$ cat config.mk
export PLATFORM = sky130hd
export DESIGN_NAME = t5_lsu_flat
export DESIGN_NICKNAME = d
export VERILOG_FILES = /design/src/rtl/t5_lsu_if.sv /design/src/rtl/t5_lsu.sv /design/src/flat_wrapper.sv
export SDC_FILE = /design/constraint.sdc
export NUM_CORES = 1
export LEC_CHECK = 0
export ABC_AREA = 1
export CORE_MARGIN = 8
export CORE_UTILIZATION = 46
export DETAILED_ROUTE_END_ITERATION = 12
export GPL_ROUTABILITY_DRIVEN = 1
export HOLD_SLACK_MARGIN = 0.1
export PLACE_DENSITY = 0.94
export SYNTH_ARGS = -nofsm -noshare
export SYNTH_HDL_FRONTEND = slang
export SYNTH_SLANG_ARGS = --single-unit
$ cat constraint.sdc
create_clock -name sclk -period 2.6 [get_ports sclk]
set_clock_uncertainty 0.05 [all_clocks]
set_input_delay 0.52 -clock sclk [delete_from_list [all_inputs] [get_ports sclk]]
set_output_delay 0.52 -clock sclk [all_outputs]
set_load 0.01 [all_outputs]
$ cat src/rtl/t5_lsu_if.sv
// Data-side Wishbone-style bus between the load/store unit and memory.
interface t5_lsu_if;
    logic [31:0] dwb_adr_o;
    logic [31:0] dwb_dat_o;
    logic [3:0]  dwb_sel_o;
    logic        dwb_we_o;
    logic        dwb_stb_o;
    logic        dwb_cyc_o;
    logic [31:0] dwb_dat_i;
    logic        dwb_ack_i;

    modport master (
        output dwb_adr_o, dwb_dat_o, dwb_sel_o, dwb_we_o, dwb_stb_o, dwb_cyc_o,
        input  dwb_dat_i, dwb_ack_i
    );

    modport slave (
        input  dwb_adr_o, dwb_dat_o, dwb_sel_o, dwb_we_o, dwb_stb_o, dwb_cyc_o,
        output dwb_dat_i, dwb_ack_i
    );
endinterface

$ cat src/rtl/t5_lsu.sv
// Load/store unit: one bus transaction per LOAD/STORE with a stall, a bus
// timeout, a misalignment pulse and load-data lane extraction.
module t5_lsu #(
    parameter logic [7:0] TOUT = 8'd255
) (
    input  logic        sclk,
    input  logic        srst_n,
    input  logic [4:0]  xopc,
    input  logic [2:0]  xfn3,
    input  logic [31:0] xbpc,
    input  logic [31:0] xdat,
    input  logic [31:0] malu,
    t5_lsu_if.master    dwb,
    output logic        lstl,
    output logic [31:0] mdat,
    output logic [4:0]  mopc,
    output logic        mmis,
    output logic        mberr
);

    typedef enum logic {ST_IDLE = 1'b0, ST_BUSY = 1'b1} state_t;

    state_t      state_q, state_d;
    logic [31:0] adr_q, adr_d;
    logic [31:0] dat_q, dat_d;
    logic [31:0] mdat_q, mdat_d;
    logic [3:0]  sel_q, sel_d;
    logic        we_q, we_d;
    logic [1:0]  lane_q, lane_d;
    logic [7:0]  cnt_q, cnt_d;
    logic [4:0]  mopc_q, mopc_d;
    logic        mmis_q, mmis_d;
    logic        mberr_q, mberr_d;

    logic is_load_s, is_store_s, is_mem_s, mis_s, lreq_s;
    logic busy_s, ack_s, timeout_s, lstl_s;

    function automatic logic [3:0] lane_sel(input logic [1:0] size, input logic [1:0] ofs);
        case (size)
            2'b00:   lane_sel = 4'b0001 << ofs;
            2'b01:   lane_sel = ofs[1] ? 4'b1100 : 4'b0011;
            default: lane_sel = 4'b1111;
        endcase
    endfunction

    function automatic logic [31:0] fmt_load(input logic [31:0] rd, input logic [2:0] fn3,
                                             input logic [1:0] ofs);
        logic [7:0]  b;
        logic [15:0] h;
        case (ofs)
            2'b00:   b = rd[7:0];
            2'b01:   b = rd[15:8];
            2'b10:   b = rd[23:16];
            default: b = rd[31:24];
        endcase
        h = ofs[1] ? rd[31:16] : rd[15:0];
        case (fn3[1:0])
            2'b00:   fmt_load = fn3[2] ? {24'h000000, b} : {{24{b[7]}}, b};
            2'b01:   fmt_load = fn3[2] ? {16'h0000, h} : {{16{h[15]}}, h};
            default: fmt_load = rd;
        endcase
    endfunction

    // Opcode decode, alignment check, timeout detection and the stall.
    always_comb begin
        is_load_s  = (xopc == 5'b00000);
        is_store_s = (xopc == 5'b01000);
        is_mem_s   = is_load_s | is_store_s;
        mis_s      = ((xfn3[1:0] == 2'b01) & xbpc[0]) |
                     ((xfn3[1:0] == 2'b10) & (xbpc[1:0] != 2'b00));
        lreq_s     = is_mem_s & ~mis_s;
        busy_s     = (state_q == ST_BUSY);
        ack_s      = busy_s & dwb.dwb_ack_i;
        timeout_s  = busy_s & ~dwb.dwb_ack_i & (cnt_q == TOUT);
        lstl_s     = (~busy_s & lreq_s) | (busy_s & ~dwb.dwb_ack_i & ~timeout_s);
    end

    // Next-state and next-output computation for the IDLE/BUSY sequencer.
    always_comb begin
        state_d = state_q;
        adr_d   = adr_q;
        dat_d   = dat_q;
        sel_d   = sel_q;
        we_d    = we_q;
        lane_d  = lane_q;
        cnt_d   = cnt_q;
        mdat_d  = mdat_q;
        mmis_d  = 1'b0;
        mberr_d = 1'b0;
        mopc_d  = lstl_s ? mopc_q : xopc;
        case (state_q)
            ST_IDLE: begin
                if (lreq_s) begin
                    state_d = ST_BUSY;
                    adr_d   = {xbpc[31:2], 2'b00};
                    dat_d   = xdat;
                    sel_d   = lane_sel(xfn3[1:0], xbpc[1:0]);
                    we_d    = is_store_s;
                    lane_d  = xbpc[1:0];
                    cnt_d   = 8'd0;
                end else begin
                    mdat_d = malu;
                    mmis_d = is_mem_s & mis_s;
                end
            end
            ST_BUSY: begin
                // An acknowledge in the timeout cycle still completes the access.
                if (ack_s) begin
                    state_d = ST_IDLE;
                    if (!we_q) begin
                        mdat_d = fmt_load(dwb.dwb_dat_i, xfn3, lane_q);
                    end else begin
                        mdat_d = mdat_q;
                    end
                end else if (timeout_s) begin
                    state_d = ST_IDLE;
                    mberr_d = 1'b1;
                end else begin
                    cnt_d = cnt_q + 8'd1;
                end
            end
            default: begin
                state_d = ST_IDLE;
            end
        endcase
    end

    // State and output registers; reset aborts any bus cycle in flight.
    always_ff @(posedge sclk or negedge srst_n) begin
        if (!srst_n) begin
            state_q <= ST_IDLE;
            adr_q   <= 32'h0000_0000;
            dat_q   <= 32'h0000_0000;
            sel_q   <= 4'b0000;
            we_q    <= 1'b0;
            lane_q  <= 2'b00;
            cnt_q   <= 8'd0;
            mdat_q  <= 32'h0000_0000;
            mopc_q  <= 5'h0D;
            mmis_q  <= 1'b0;
            mberr_q <= 1'b0;
        end else begin
            state_q <= state_d;
            adr_q   <= adr_d;
            dat_q   <= dat_d;
            sel_q   <= sel_d;
            we_q    <= we_d;
            lane_q  <= lane_d;
            cnt_q   <= cnt_d;
            mdat_q  <= mdat_d;
            mopc_q  <= mopc_d;
            mmis_q  <= mmis_d;
            mberr_q <= mberr_d;
        end
    end

    assign dwb.dwb_adr_o = adr_q;
    assign dwb.dwb_dat_o = dat_q;
    assign dwb.dwb_sel_o = sel_q;
    assign dwb.dwb_we_o  = we_q;
    assign dwb.dwb_cyc_o = busy_s;
    assign dwb.dwb_stb_o = busy_s;
    assign lstl          = lstl_s;
    assign mdat          = mdat_q;
    assign mopc          = mopc_q;
    assign mmis          = mmis_q;
    assign mberr         = mberr_q;

endmodule

$ cat src/flat_wrapper.sv
// flat-port wrapper written by rule: the top's interface ports become plain ports
module t5_lsu_flat 
#(
    parameter logic [7:0] TOUT = 8'd255
)
  (sclk, srst_n, xopc, xfn3, xbpc, xdat, malu, lstl, mdat, mopc, mmis, mberr, dwb_dwb_adr_o, dwb_dwb_dat_o, dwb_dwb_sel_o, dwb_dwb_we_o, dwb_dwb_stb_o, dwb_dwb_cyc_o, dwb_dwb_dat_i, dwb_dwb_ack_i);
  t5_lsu_if dwb_i ();
  input  logic sclk;
  input  logic srst_n;
  input  logic [4:0] xopc;
  input  logic [2:0] xfn3;
  input  logic [31:0] xbpc;
  input  logic [31:0] xdat;
  input  logic [31:0] malu;
  output logic lstl;
  output logic [31:0] mdat;
  output logic [4:0] mopc;
  output logic mmis;
  output logic mberr;
  output wire logic [$bits(dwb_i.dwb_adr_o)-1:0] dwb_dwb_adr_o;
  output wire logic [$bits(dwb_i.dwb_dat_o)-1:0] dwb_dwb_dat_o;
  output wire logic [$bits(dwb_i.dwb_sel_o)-1:0] dwb_dwb_sel_o;
  output wire logic [$bits(dwb_i.dwb_we_o)-1:0] dwb_dwb_we_o;
  output wire logic [$bits(dwb_i.dwb_stb_o)-1:0] dwb_dwb_stb_o;
  output wire logic [$bits(dwb_i.dwb_cyc_o)-1:0] dwb_dwb_cyc_o;
  input wire logic [$bits(dwb_i.dwb_dat_i)-1:0] dwb_dwb_dat_i;
  input wire logic [$bits(dwb_i.dwb_ack_i)-1:0] dwb_dwb_ack_i;
  assign dwb_dwb_adr_o = dwb_i.dwb_adr_o;
  assign dwb_dwb_dat_o = dwb_i.dwb_dat_o;
  assign dwb_dwb_sel_o = dwb_i.dwb_sel_o;
  assign dwb_dwb_we_o = dwb_i.dwb_we_o;
  assign dwb_dwb_stb_o = dwb_i.dwb_stb_o;
  assign dwb_dwb_cyc_o = dwb_i.dwb_cyc_o;
  assign dwb_i.dwb_dat_i = dwb_dwb_dat_i;
  assign dwb_i.dwb_ack_i = dwb_dwb_ack_i;
  t5_lsu #(.TOUT(TOUT)) u_core (.sclk(sclk), .srst_n(srst_n), .xopc(xopc), .xfn3(xfn3), .xbpc(xbpc), .xdat(xdat), .malu(malu), .dwb(dwb_i), .lstl(lstl), .mdat(mdat), .mopc(mopc), .mmis(mmis), .mberr(mberr));
endmodule
==> impl_results.md <==
- Count of standard-cell rows: 41
- Initial antenna violation count: 0
- Final design instance area without fill: 9040 µm²
- Detailed placer's ending HPWL: 15200 µm
- Number of clock sinks: 117
- Yosys warning count: 0
- Wire length of the first global-routing pass: 32600 µm
- DRC violation total after the first TritonRoute iteration: 490
- Fraction of final layout cells with drive strength greater than 1: 7.68%
- Sequential cell area: roughly 2900 µm²
- Area of the die: 16400 µm²
- IR drop worst, VDD: around 0.45 mV
- Antenna Nets Post-Route: 0
- Total number of H-tree levels: 4
- Leakage: 4.39 nW
- Portion of total power attributed to combinational logic: 26.7%
- Number of primary I/O pins: 250
- Min cycle time layout: 2.45 ns
- Max Clk Rate: between 0.4 and 0.5 GHz
- Port Buffers: 247
- Clock tree from TritonCTS: built
- Dpl cell area: around 8400 µm²
- Worst Hold Class: in -> async
- Post-route non-filler standard cell count: 1200
- Synth top area cells: dfrtp_1 49%, nand2_1 25%, nand3_1 5.3%
- Area added between synthesis and finish: 56.1%
- DR vias: 6068
- Fraction of the yosys area taken by sequential cells: 50.6%
- Internal: 4.69 mW
- Kind of critical path: reg -> out
- Cell chosen for the clock root: clkbuf_16
- Synthesized area per cell: 7.50 µm²
- Worst path arrival time: 1.88 ns
- Number of hold-repair buffers added at the cts stage: 0
- Library cell with the largest summed area after synthesis: dfrtp_1
- Average routed wire per standard cell: ~17 µm
- Max-cap viol count: 0
- Multi-input gate area: 2500 µm²
- Setup repair after global routing missed its margin: false
- Switching Fraction: 28.5%
- GR Overflow Total: 0
- Effective utilization at floorplan: 46.5%
- Pre-CTS setup slack: -0.123 ns
- Most common cell after layout, fill and taps aside: nand2_1
- Sequential power share: 36.1%
- Cell variety after synth: 33
- Net load switching power: 1.87 mW
- Pin count of the biggest net entering global routing: between 50 and 60
- Cell count after synthesis: 772
- Result of the run: finished clean
- Post-synthesis instance area: just under 6000 µm²
- Standard cell core area: 12500 µm²
- Average via count per standard cell: 5.06
- First-pass detailed-route iteration total: 5
- Share of the synthesized area in the top cell type: between 40% and 50%
- Global-route total usage across every layer: 25.8%
- Number of design rule violations left after detail routing: 0
- Least-Margin Pin Slew: 0.684 ns
- Horizontal die dimension: 128 µm
- Clock latency of the later-clocked register in the worst-skew pair: 0.42 ns
- Die H: 128 µm
- Hold Fails Final Rpt: 0
- Total wire length after detailed routing: 20800 µm
- Power density normalized to cell area: 726 nW/µm²
- Number of flip-flops and latches in the synthesized netlist: between 100 and 150
- Inserted Clock Buffers: 17
- Diodes inserted: 0
- Nets: roughly 1200
- Crit start category: flop
- Clock input transition at the sequential cells of the worst setup and hold paths: 0.05 ns
- Max-slew headroom at the worst pin: 54.4%
- Endpoints failing setup: 0
- Count of final max-slew check failures: 0
- Layout fillers: just over 900
- Routability cong.: slightly below 0.9
- Final cycle utilization of the critical path: 94.1%
- Post-route worst setup slack: 0.153 ns
- Data required time of the worst path: ~2.0 ns
- Sort of element at the end of the critical path: output port
- Proportion of power drawn by the clock network: 37.2%
- Vias in the first global route: 6347
- CTS Buffer Depth: 2
- Top library cells by usage in the layout, fill and taps aside: 385 x nand2_1, 245 x clkdlybuf4s50_1, 114 x dfrtp_1, 61 x nand3_1, 49 x nor2_1
- Placed instance count: around 1200
- Highest net fanout along the worst path: 3
- Minimum hold slack: 0.0980 ns
final timing paths:
check	depth (start not counted)	to	slack [ns]	start
worst min register to register	2	u_core.mopc[0]	0.43	u_core.mopc[0]
worst max-delay path	7	lstl	0.15	u_core.cnt_q[1]
worst min-delay path	1	u_core.mdat[27]	0.1	srst_n
max in group asynchronous	2	u_core.dwb.dwb_adr_o[15]	1.69	srst_n
worst max register to register	8	u_core.mdat[17]	0.63	u_core.lane_q[1]
min in group sclk	2	u_core.mopc[0]	0.43	u_core.mopc[0]
layer usage:
metal	vias to the layer above	part of all wire, %	track usage, %
li1	2894	-	-
met1	2787	37	28.6
met2	343	48	41.8
met3	44	12	11.7
met4	0	3.0	11.0
met5	-	0	0
cell type report:
class,instances,area share (%)
Sequential cell,117,32.4
Timing Repair Buffer,272,29.8
Multi-Input combinational cell,586,27.7
Clock buffer,24,5.44
Tap cell,172,2.38
Clock inverter,8,1.36
Inverter,21,0.872
cells in the mapped netlist, drive strengths merged:
cell	number
a211oi	2
a21boi	6
a21oi	28
buf	36
clkbuf	13
conb	1
dfrtp	114
dfstp	3
ha	1
inv	21
nand2	388
nand3	62
nor2	51
nor3	8
nor3b	1
nor4	1
o21a	1
o21ai	21
or2	9
xnor2	1
xor2	4
critical path: stages, from the launching register on:
cell and delay (ns):
dfrtp_1 0.38, ha_2 0.21, nand2_1 0.08, nor2_2 0.15, nand3_1 0.14, nand2_1 0.14
nand2_2 0.07, dlygate4sd2_1 0.29
repair_timing:
action                     in CTS  in global routing
resized for setup               2                  0
buffers inserted                1                  0
setup endpoints to repair       1                  0
hold endpoints to repair        0                  0
power groups by stage:
| stage | clock network [mW] | registers [mW] | logic (mW) |
|---|---|---|---|
| final | 2.44 | 2.37 | 1.75 |
| after global routing | 2.55 | 2.41 | 1.92 |
| after CTS | 2.47 | 2.37 | 1.77 |
| after detailed placement | 0 | 2.39 | 1.74 |
| after global placement | 0 | 2.38 | 1.69 |
| after floorplan | 0 | 2.49 | 0.536 |
sequential cells by signal, indices dropped and copies added (netlist names):
register              cells
u_core.cnt_q              8
u_core.dwb.dwb_adr_o     30
u_core.dwb.dwb_cyc_o      1
u_core.dwb.dwb_dat_o     32
u_core.dwb.dwb_sel_o      4
u_core.dwb.dwb_we_o       1
u_core.lane_q             2
u_core.mberr              1
u_core.mdat              32
u_core.mmis               1
u_core.mopc               5
cells by family (layout without fill, tap and decap cells):
kind of cell    after synthesis  after routing  share of synthesized area [%]
buf+inv                      70            325                           6.24
other cells                   1              2                         0.0648
xor+xnor                      5              5                          0.756
fa+ha+maj                     1              1                          0.216
flops                       117            117                           50.6
compound gates               58             58                           5.79
simple gates                520            520                           36.3
stage by stage:
stage	power (mW)	util (%)	setup TNS, ns
2_1_floorplan	3.03	-	0
3_3_place_gp	4.07	67.5	-0.0756
3_5_place_dp	4.13	67.5	-1.71
4_1_cts	6.61	72.5	0
5_1_grt	6.87	72.5	0
6_report	6.57	72.5	0
(Power assumes the default switching activity.)
